`src/rtl/cacheline_adaptor_if.sv`:
```
// Bus bundle between the cache arbiter / physical memory environment and the
// cacheline adaptor. The adaptor takes the slave view; the surrounding system
// (arbiter on the line side, memory on the burst side) takes the master view.
interface cacheline_adaptor_if;
  // Line side (cache arbiter)
  logic         line_read;
  logic         line_write;
  logic [31:0]  line_address;
  logic [255:0] line_wdata;
  logic [255:0] line_rdata;
  logic         line_resp;
  // Burst side (physical memory)
  logic [63:0]  burst_i;
  logic [63:0]  burst_o;
  logic [31:0]  address_o;
  logic         read_o;
  logic         write_o;
  logic         resp_i;

  modport slave (
    input  line_read, line_write, line_address, line_wdata, burst_i, resp_i,
    output line_rdata, line_resp, burst_o, address_o, read_o, write_o
  );

  modport master (
    output line_read, line_write, line_address, line_wdata, burst_i, resp_i,
    input  line_rdata, line_resp, burst_o, address_o, read_o, write_o
  );
endinterface

```
`src/rtl/cacheline_adaptor.sv`:
```
// Cacheline adaptor: converts one 256-bit line read/write from the cache
// arbiter into four 64-bit beats to physical memory, low beat first.
// All outputs are registered and derived from the next-state values, so they
// behave as Moore outputs of the state they accompany.
module cacheline_adaptor (
  input  logic                  clk,
  input  logic                  rst,
  cacheline_adaptor_if.slave    bus
);

  typedef enum logic [1:0] {
    IDLE  = 2'd0,
    READ  = 2'd1,
    WRITE = 2'd2,
    DONE  = 2'd3
  } state_t;

  state_t       state_r, state_s;
  logic [1:0]   cnt_r, cnt_s;
  logic [31:0]  addr_r, addr_s;
  logic [255:0] buf_r, buf_s;
  logic [63:0]  wbeat_s;

  // Beat presented on the write bus for the upcoming cycle.
  assign wbeat_s = buf_s[{cnt_s, 6'd0} +: 64];

  // Next-state, beat counter, address and line buffer update.
  always_comb begin
    state_s = state_r;
    cnt_s   = cnt_r;
    addr_s  = addr_r;
    buf_s   = buf_r;
    case (state_r)
      IDLE: begin
        // Read takes priority; a simultaneous write is dropped entirely.
        if (bus.line_read) begin
          addr_s  = {bus.line_address[31:5], 5'd0};
          cnt_s   = 2'd0;
          state_s = READ;
        end else if (bus.line_write) begin
          addr_s  = {bus.line_address[31:5], 5'd0};
          buf_s   = bus.line_wdata;
          cnt_s   = 2'd0;
          state_s = WRITE;
        end else begin
          state_s = IDLE;
        end
      end
      READ: begin
        if (bus.resp_i) begin
          buf_s[{cnt_r, 6'd0} +: 64] = bus.burst_i;
          cnt_s = cnt_r + 2'd1;
          if (cnt_r == 2'd3) begin
            state_s = DONE;
          end else begin
            state_s = READ;
          end
        end else begin
          state_s = READ;
        end
      end
      WRITE: begin
        if (bus.resp_i) begin
          cnt_s = cnt_r + 2'd1;
          if (cnt_r == 2'd3) begin
            state_s = DONE;
          end else begin
            state_s = WRITE;
          end
        end else begin
          state_s = WRITE;
        end
      end
      DONE: begin
        state_s = IDLE;
      end
      default: begin
        state_s = IDLE;
      end
    endcase
  end

  // State registers and registered outputs, with synchronous reset.
  always_ff @(posedge clk) begin
    if (rst) begin
      state_r        <= IDLE;
      cnt_r          <= 2'd0;
      addr_r         <= 32'd0;
      buf_r          <= 256'd0;
      bus.read_o     <= 1'b0;
      bus.write_o    <= 1'b0;
      bus.address_o  <= 32'd0;
      bus.burst_o    <= 64'd0;
      bus.line_resp  <= 1'b0;
      bus.line_rdata <= 256'd0;
    end else begin
      state_r        <= state_s;
      cnt_r          <= cnt_s;
      addr_r         <= addr_s;
      buf_r          <= buf_s;
      bus.read_o     <= (state_s == READ);
      bus.write_o    <= (state_s == WRITE);
      bus.address_o  <= ((state_s == READ) || (state_s == WRITE)) ? addr_s : 32'd0;
      bus.burst_o    <= (state_s == WRITE) ? wbeat_s : 64'd0;
      bus.line_resp  <= (state_s == DONE);
      bus.line_rdata <= buf_s;
    end
  end

endmodule

```
`src/flat_wrapper.sv`:
```
// flat-port wrapper written by rule: the top's interface ports become plain ports
module cacheline_adaptor_flat 
  (clk, rst, bus_line_read, bus_line_write, bus_line_address, bus_line_wdata, bus_burst_i, bus_resp_i, bus_line_rdata, bus_line_resp, bus_burst_o, bus_address_o, bus_read_o, bus_write_o);
  cacheline_adaptor_if bus_i ();
  input  logic clk;
  input  logic rst;
  input wire logic [$bits(bus_i.line_read)-1:0] bus_line_read;
  input wire logic [$bits(bus_i.line_write)-1:0] bus_line_write;
  input wire logic [$bits(bus_i.line_address)-1:0] bus_line_address;
  input wire logic [$bits(bus_i.line_wdata)-1:0] bus_line_wdata;
  input wire logic [$bits(bus_i.burst_i)-1:0] bus_burst_i;
  input wire logic [$bits(bus_i.resp_i)-1:0] bus_resp_i;
  output wire logic [$bits(bus_i.line_rdata)-1:0] bus_line_rdata;
  output wire logic [$bits(bus_i.line_resp)-1:0] bus_line_resp;
  output wire logic [$bits(bus_i.burst_o)-1:0] bus_burst_o;
  output wire logic [$bits(bus_i.address_o)-1:0] bus_address_o;
  output wire logic [$bits(bus_i.read_o)-1:0] bus_read_o;
  output wire logic [$bits(bus_i.write_o)-1:0] bus_write_o;
  assign bus_i.line_read = bus_line_read;
  assign bus_i.line_write = bus_line_write;
  assign bus_i.line_address = bus_line_address;
  assign bus_i.line_wdata = bus_line_wdata;
  assign bus_i.burst_i = bus_burst_i;
  assign bus_i.resp_i = bus_resp_i;
  assign bus_line_rdata = bus_i.line_rdata;
  assign bus_line_resp = bus_i.line_resp;
  assign bus_burst_o = bus_i.burst_o;
  assign bus_address_o = bus_i.address_o;
  assign bus_read_o = bus_i.read_o;
  assign bus_write_o = bus_i.write_o;
  cacheline_adaptor u_core (.clk(clk), .rst(rst), .bus(bus_i));
endmodule
```
`config.mk`:
```
export PLATFORM = sky130hd
export DESIGN_NAME = cacheline_adaptor_flat
export DESIGN_NICKNAME = d
export VERILOG_FILES = /design/src/rtl/cacheline_adaptor_if.sv /design/src/rtl/cacheline_adaptor.sv /design/src/flat_wrapper.sv
export SDC_FILE = /design/constraint.sdc
export NUM_CORES = 1
export LEC_CHECK = 0
export ABC_AREA = 1
export BUFFER_PORTS_ARGS = -buffer_cell sky130_fd_sc_hd__buf_2
export CELL_PAD_IN_SITES_DETAIL_PLACEMENT = 0
export CELL_PAD_IN_SITES_GLOBAL_PLACEMENT = 1
export CORE_AREA = 5 5 276 278
export CTS_CLUSTER_DIAMETER = 200
export DETAILED_ROUTE_END_ITERATION = 7
export DIE_AREA = 0 0 281 283
export HOLD_SLACK_MARGIN = 0.12
export PLACE_DENSITY = 0.74
export REMOVE_ABC_BUFFERS = 1
export SETUP_SLACK_MARGIN = 0.15
export SLEW_MARGIN = 20
export SYNTH_ARGS = -nofsm -noshare
export SYNTH_HDL_FRONTEND = slang
export SYNTH_SLANG_ARGS = --single-unit
export TNS_END_PERCENT = 10
```
`constraint.sdc`:
```
create_clock -name clk -period 3.1 [get_ports clk]
set_input_delay 0.62 -clock clk [delete_from_list [all_inputs] [get_ports clk]]
set_output_delay 0.62 -clock clk [all_outputs]
set_load 0.005 [all_outputs]
```
==> flow_summary.json, run 1 <==
{
  "gp_congestion": 0.849,
  "synth_top_area_share_pct": 32.5,
  "fin_cells": 5728,
  "crit_path_frequent_cell": "inv_1",
  "final_cell_area_mm2": 0.0302,
  "crit_fanout": 31,
  "slowest_stage": "or2_2",
  "synth_top_area_cell": "dfxtp_1",
  "dp_hpwl_mm": 76.3,
  "finalSetupViolCount": 0,
  "hold_end": "u_core.addr_r[22]",
  "post-cts-setup-buffers": 0,
  "status": "finished, final reports clean",
  "maxSlewViolCount": 0,
  "synth_area_mm2": 0.0240,
  "clk_path_buf_depth": 3,
  "crit_required_ns": 3.64,
  "worstHoldPathCells": 3,
  "path_buf_inv": 2,
  "grt_overflow_total": 0,
  "postSynthCellCount": 4165,
  "dieWidth_um": 281,
  "arrival_ns": 3.23,
  "ys.flop_type": "dfxtp_1",
  "rsz0062_at_grt": "false",
  "rr_worst_depth": 7,
  "dieArea_mm2": 0.0795,
  "syn2layout_area_growth_pct": 25.5,
  "drc": 0,
  "drive_gt1_share_pct": 21.0,
  "tightestPinTransition_ns": 1.06,
  "ys_seq_area_share_pct": 32.5,
  "yosysWarnings": 0,
  "min_period_ns": 2.69,
  "cap_viol_max_count": 0,
  "clock_skew_ns": 0.0262,
  "ir_worst_vdd_uv": 496,
  "relSlewSlack_pct": 29.2,
  "grt_max_degree": 135,
  "drt-total-wl_mm": 121,
  "cts.htree.levels": 2,
  "vias_per_cell": 4.96,
  "crit_family": "simple AND/OR/NAND/NOR gates",
  "cts-buffers-inserted": 50,
  "place_area_mm2": 0.0285,
  "cts.reportedPaths.clkPinSlew_ns": 0.06,
  "cts_root_buf": "clkbuf_16",
  "hold_path_class": "input pin to flip-flop",
  "hold_start": "bus_line_address[22]",
  "period_share_pct": 86.7,
  "crit_path_end_kind": "flip-flop",
  "synth_edf_count": 0,
  "ctsResizeCount": 0,
  "port-buffer-count": 706,
  "grt_pass1_wl_mm": 174,
  "grt_usage_pct": 28.6,
  "cts_tree": "built",
  "powerDensity_mw_per_mm2": 640,
  "core_area_mm2": 0.0737,
  "place_inst": 5626,
  "synth_cell_types": 25,
  "drt-wirelength-per-cell_um": 21.0,
  "io_pins": 712,
  "fmax_mhz": 372,
  "nFillCells": 8357,
  "finalHoldViolCount": 0,
  "ys_top_cells_by_count": "1688 x nand2_1, 432 x nor2_1, 410 x inv_1",
  "ctsHoldBuffers": 0,
  "async_flop_share_pct": 0,
  "startpoint": "u_core.state_r[0]",
  "grt_pass1_vias": 26600,
  "start_util_pct": 32.6,
  "num_vias": 28400,
  "power_leakage_nw": 17.1,
  "dr.first_iter.drc_count": 2336,
  "final_nets": 5078,
  "critPathKind": "flip-flop to flip-flop",
  "regToRegSetupSlack_ns": 0.41,
  "reg2reg_from": "u_core.state_r[0]",
  "start_kind": "flip-flop",
  "antenna_found_initial": 18,
  "cpPeakStageDelay_ns": 0.58,
  "clkSinkCount": 391,
  "clock_latency_ns": 0.62,
  "syn_area_per_cell_um2": 5.77,
  "worstPathCellList": "inv_1 > ha_4 > inv_1 > o22ai_1 > ha_1 > or2_2 > nor3_1",
  "ys_ff_latch": 391,
  "dieHeight_um": 283,
  "reg2reg_to": "u_core.bus.address_o[4]",
  "row_count": 100,
  "drtPass1Iterations": 6,
  "final_antenna_net_count": 0,
  "synthTopCellsByArea": "dfxtp_1 33%, nand2_1 26%, nand3_1 8.2%",
  "synth.most_common_cell": "nand2_1"
}
[worst reg2reg max path: stages, from the launching register on]
cell and delay (ns):
dfxtp_1 0.35, inv_1 0.13, ha_4 0.42, inv_1 0.19, o22ai_1 0.33, ha_1 0.33, or2_2 0.58, nor3_1 0.27
[sequential cells by signal, summed over array words and instances, names as in the netlist]
signal,count
u_core.cnt_r,2
u_core.bus.read_o,1
u_core.bus.write_o,1
u_core.state_r,2
u_core.bus.address_o,32
u_core.buf_r,256
u_core.bus.burst_o,64
u_core.bus.line_resp,1
u_core.addr_r,32
[routing by layer]
layer  vias to the layer above  wire [µm]  track usage, %
met5                         -         83               0
met2                      1232      55300            47.4
met3                       242       9860            5.55
li1                      13900          -               -
met4                        14       4870            10.1
met1                     13000      50400            37.2
[final cells by class]
cell class                 instances  area [µm²]  share of cell area, %
inverter                         412        1560                   5.16
sequential                       391        7830                   26.0
clock inverter                    17         209                  0.693
multi-input combinational       3090       13500                   44.9
antenna                           10        25.0                 0.0829
tap                              969        1210                   4.02
timing repair buffer             764        4360                   14.4
clock buffer                      75        1450                   4.79
[report_power, final]
group	switching, W	internal (W)
sequential	0.000399	0.00561
combinational	0.00490	0.00238
clock	0.00253	0.00349
total	0.00783	0.0115
[metrics by stage]
| step | hold slack, ns | setup slack (ns) | setup TNS [ns] | total power (W) | utilization, % |
|---|---|---|---|---|---|
| 2_1_floorplan | 0.423 | -7.46 | -2449.87 | 0.0101 | - |
| 3_3_place_gp | 0.437 | 0.486 | 0 | 0.0133 | 38.7 |
| 3_5_place_dp | 0.437 | 0.431 | 0 | 0.0134 | 38.7 |
| 4_1_cts | 0.222 | 0.395 | 0 | 0.0194 | 40.9 |
| 5_1_grt | 0.251 | 0.203 | 0 | 0.0204 | 40.9 |
| 6_report | 0.260 | 0.412 | 0 | 0.0193 | 40.9 |
[cells by family after synthesis]
| kind of cell | share of synthesized area, % |
|---|---|
| AOI/OAI and AO/OA | 6.75 |
| muxes | 1.08 |
| adders and majority gates | 0.624 |
| DFF | 32.5 |
| and+or+nand+nor | 47.2 |
| buffers and inverters | 11.8 |
[cells in the final DEF, fill, tap and decap left out, types with 2 or more instances in the layout]
cell type / n
a21oi_1: 321
buf_12: 30
buf_2: 704
buf_4: 29
bufinv_16: 3
clkbuf_1: 15
clkbuf_16: 50
clkbuf_8: 11
clkinv_2: 10
dfxtp_1: 390
diode_2: 10
ha_1: 10
ha_4: 2
inv_1: 407
inv_16: 2
inv_4: 2
mux2i_1: 26
nand2_1: 1679
nand2_4: 9
nand3_1: 395
nand3_4: 3
nand3b_1: 64
nor2_1: 431
nor2_4: 6
nor3_1: 11
or2_2: 128
[worst max path at each step]
| stage | end | slack, ns | cells after the start |
|---|---|---|---|
| floorplan | u_core.bus.burst_o[42] | -7.46 | 9 |
| global placement | u_core.bus.address_o[1] | 0.49 | 8 |
| detailed placement | u_core.bus.address_o[4] | 0.43 | 7 |
| CTS | u_core.bus.address_o[4] | 0.40 | 7 |
| global route | u_core.bus.burst_o[41] | 0.20 | 12 |
| finish | u_core.bus.address_o[4] | 0.41 | 7 |
Power figures use the tool's default switching activity.
==> inputs of run 2 (changes only) <==
--- a/config.mk
+++ b/config.mk
@@ -9,12 +9,12 @@
 export BUFFER_PORTS_ARGS = -buffer_cell sky130_fd_sc_hd__buf_2
 export CELL_PAD_IN_SITES_DETAIL_PLACEMENT = 0
 export CELL_PAD_IN_SITES_GLOBAL_PLACEMENT = 1
-export CORE_AREA = 5 5 276 278
+export CORE_AREA = 5 5 273 275
 export CTS_CLUSTER_DIAMETER = 200
 export DETAILED_ROUTE_END_ITERATION = 7
-export DIE_AREA = 0 0 281 283
+export DIE_AREA = 0 0 278 280
 export HOLD_SLACK_MARGIN = 0.12
-export PLACE_DENSITY = 0.74
+export PLACE_DENSITY = 0.76
 export REMOVE_ABC_BUFFERS = 1
 export SETUP_SLACK_MARGIN = 0.15
 export SLEW_MARGIN = 20
==> constraint.sdc (replaced) <==
create_clock -name clk -period 3.4 [get_ports clk]
set_input_delay 0.68 -clock clk [delete_from_list [all_inputs] [get_ports clk]]
set_output_delay 0.68 -clock clk [all_outputs]
set_load 0.005 [all_outputs]
==> run 2 against run 1 <==
First-iteration DRC count decreased by 8.6%; sequential power decreased by 8.8%; power decreased by 9.2%; combinational power decreased by 9.1%; count of clock-buffer cells in the layout increased by 4.
==> flow_summary.json, run 2 (synthesized netlist as in run 1, its figures left out) <==
{
  "fin_util_pct": 42.0,
  "powerDensity_mw_per_mm2": 580,
  "drive_gt1_share_pct": 21.1,
  "cts_root_buf": "clkbuf_16",
  "highest_layer": "met5",
  "drt-total-wl_mm": 120,
  "syn2layout_area_growth_pct": 25.8,
  "grt_pass1_wl_mm": 173,
  "reg2reg_to": "u_core.bus.burst_o[43]",
  "drt-wirelength-per-cell_um": 20.9,
  "hold_path_class": "input pin to flip-flop",
  "met2_length_mm": 55.3,
  "io_pins": 712,
  "gp_congestion": 0.871,
  "dp_hpwl_mm": 76.8,
  "ctsResizeCount": 0,
  "row_count": 99,
  "hold_start": "bus_line_address[16]",
  "core_area_mm2": 0.0721,
  "crit_fanout": 40,
  "ctsHoldBuffers": 0,
  "crit_path_end_kind": "flip-flop",
  "rr_worst_depth": 10,
  "grt_pass1_vias": 27000,
  "arrival_ns": 3.28,
  "finalHoldViolCount": 0,
  "cts.reportedPaths.clkPinSlew_ns": 0.06,
  "dieHeight_um": 280,
  "final-seq-area_mm2": 0.00783,
  "period_share_pct": 81.2,
  "tightestPinTransition_ns": 1.10,
  "final_common_cell": "nand2_1",
  "drc": 0,
  "ir_worst_vdd_uv": 488,
  "multi_input_area_mm2": 0.0135,
  "power_leakage_nw": 17.2,
  "place_inst": 5623,
  "port-buffer-count": 706,
  "route.layer.met1.wl_mm": 49.5,
  "crit_required_ns": 3.92,
  "finalSetupViolCount": 0,
  "reg2reg_from": "u_core.state_r[0]",
  "nFillCells": 8166,
  "regMostFlops": "u_core.buf_r",
  "clkSinkCount": 391,
  "grt_usage_pct": 28.8,
  "critPathKind": "flip-flop to flip-flop",
  "drtPass1Iterations": 6,
  "min_period_ns": 2.76,
  "layout_common_cells": "1679 x nand2_1, 704 x buf_2, 431 x nor2_1, 407 x inv_1, 395 x nand3_1",
  "power_w": 0.0175,
  "cts.htree.levels": 2,
  "antenna_found_initial": 24,
  "post-cts-setup-buffers": 0,
  "regToRegSetupSlack_ns": 0.64,
  "grt_overflow_total": 0,
  "final_nets": 5086,
  "rsz0062_at_grt": "false",
  "relSlewSlack_pct": 26.4,
  "cap_viol_max_count": 0,
  "maxSlewViolCount": 0,
  "reg_top3": "u_core.buf_r: 256 flops, u_core.bus.burst_o: 64 flops",
  "dieWidth_um": 278,
  "vias_per_cell": 4.99,
  "status": "finished, final reports clean",
  "num_vias": 28600,
  "clock_skew_ns": 0.0196,
  "startpoint": "u_core.state_r[0]",
  "cts_tree": "built",
  "largest_reg_flops": 256,
  "wl_met3_mm": 10.0,
  "dieArea_mm2": 0.0778,
  "start_util_pct": 33.4,
  "clock_latency_ns": 0.61,
  "timing.critical_path.to": "u_core.bus.burst_o[43]",
  "clk_path_buf_depth": 3,
  "cts-buffers-inserted": 51,
  "grt_max_degree": 128,
  "fin_cells": 5729,
  "fmax_mhz": 362,
  "final_antenna_net_count": 0,
  "dr.first_iter.drc_count": 2136,
  "start_kind": "flip-flop"
}
==> run 2: cell count changes in the layout (fill, tap and decap cells not counted), sizes merged <==
cell,previous run,this run
bufinv,3,2
inv,413,411
clkbuf,76,80
diode,10,14
buf,763,770
clkinvlp,1,0
==> run 2: worst min path at each step <==
stage                                to  slack, ns  cells past startpoint
2_1_floorplan          u_core.addr_r[0]       0.42                      2
3_5_place_dp           u_core.addr_r[3]       0.44                      2
5_1_grt         u_core.bus.address_o[8]       0.33                      3
6_report       u_core.bus.address_o[16]       0.33                      3
3_3_place_gp           u_core.addr_r[2]       0.44                      2
4_1_cts        u_core.bus.address_o[16]       0.30                      3
==> run 2: layout make-up <==
type | count | area share (%)
Clock inverter | 13 | 0.509
Clock buffer | 79 | 4.93
Timing Repair Buffer | 771 | 14.7
Antenna cell | 14 | 0.116
Sequential cell | 391 | 25.9
Multi-Input combinational cell | 3090 | 44.8
Inverter | 412 | 5.14
Tap cell | 959 | 3.97
==> run 2: per-layer routing <==
layer	vias up	global-route usage, %
met5	-	0
met4	16	10.9
met3	253	5.99
met2	1277	48.1
met1	13100	36.9
li1	13900	-
==> run 2: critical path, cell delays in order (launching register included) <==
cell and delay [ns]:
dfxtp_1 0.35, inv_1 0.14, ha_4 0.30, buf_4 0.55, buf_4 0.63, nand2_1 0.16
nand2_1 0.09, nand2_1 0.06, nand3_1 0.09, nand3_1 0.09, a21oi_1 0.17
==> run 2: power breakdown <==
part	internal, W	switching [W]	leakage (nW)
clock network	0.00317	0.00227	0.811
registers	0.00511	0.000364	3.19
logic	0.00220	0.00442	13.2
==> run 2: through the flow <==
| stage | hold WS, ns | instance area, µm² | setup WS [ns] | setup TNS, ns |
|---|---|---|---|---|
| final | 0.330 | 30200 | 0.639 | 0 |
| after detailed placement | 0.438 | 28600 | 0.599 | 0 |
| after global routing | 0.327 | 30200 | 0.513 | 0 |
| after CTS | 0.296 | 30200 | 0.675 | 0 |
| after floorplan | 0.423 | 22800 | -7.16 | -2332.57 |
| after global placement | 0.437 | 28600 | 0.649 | 0 |
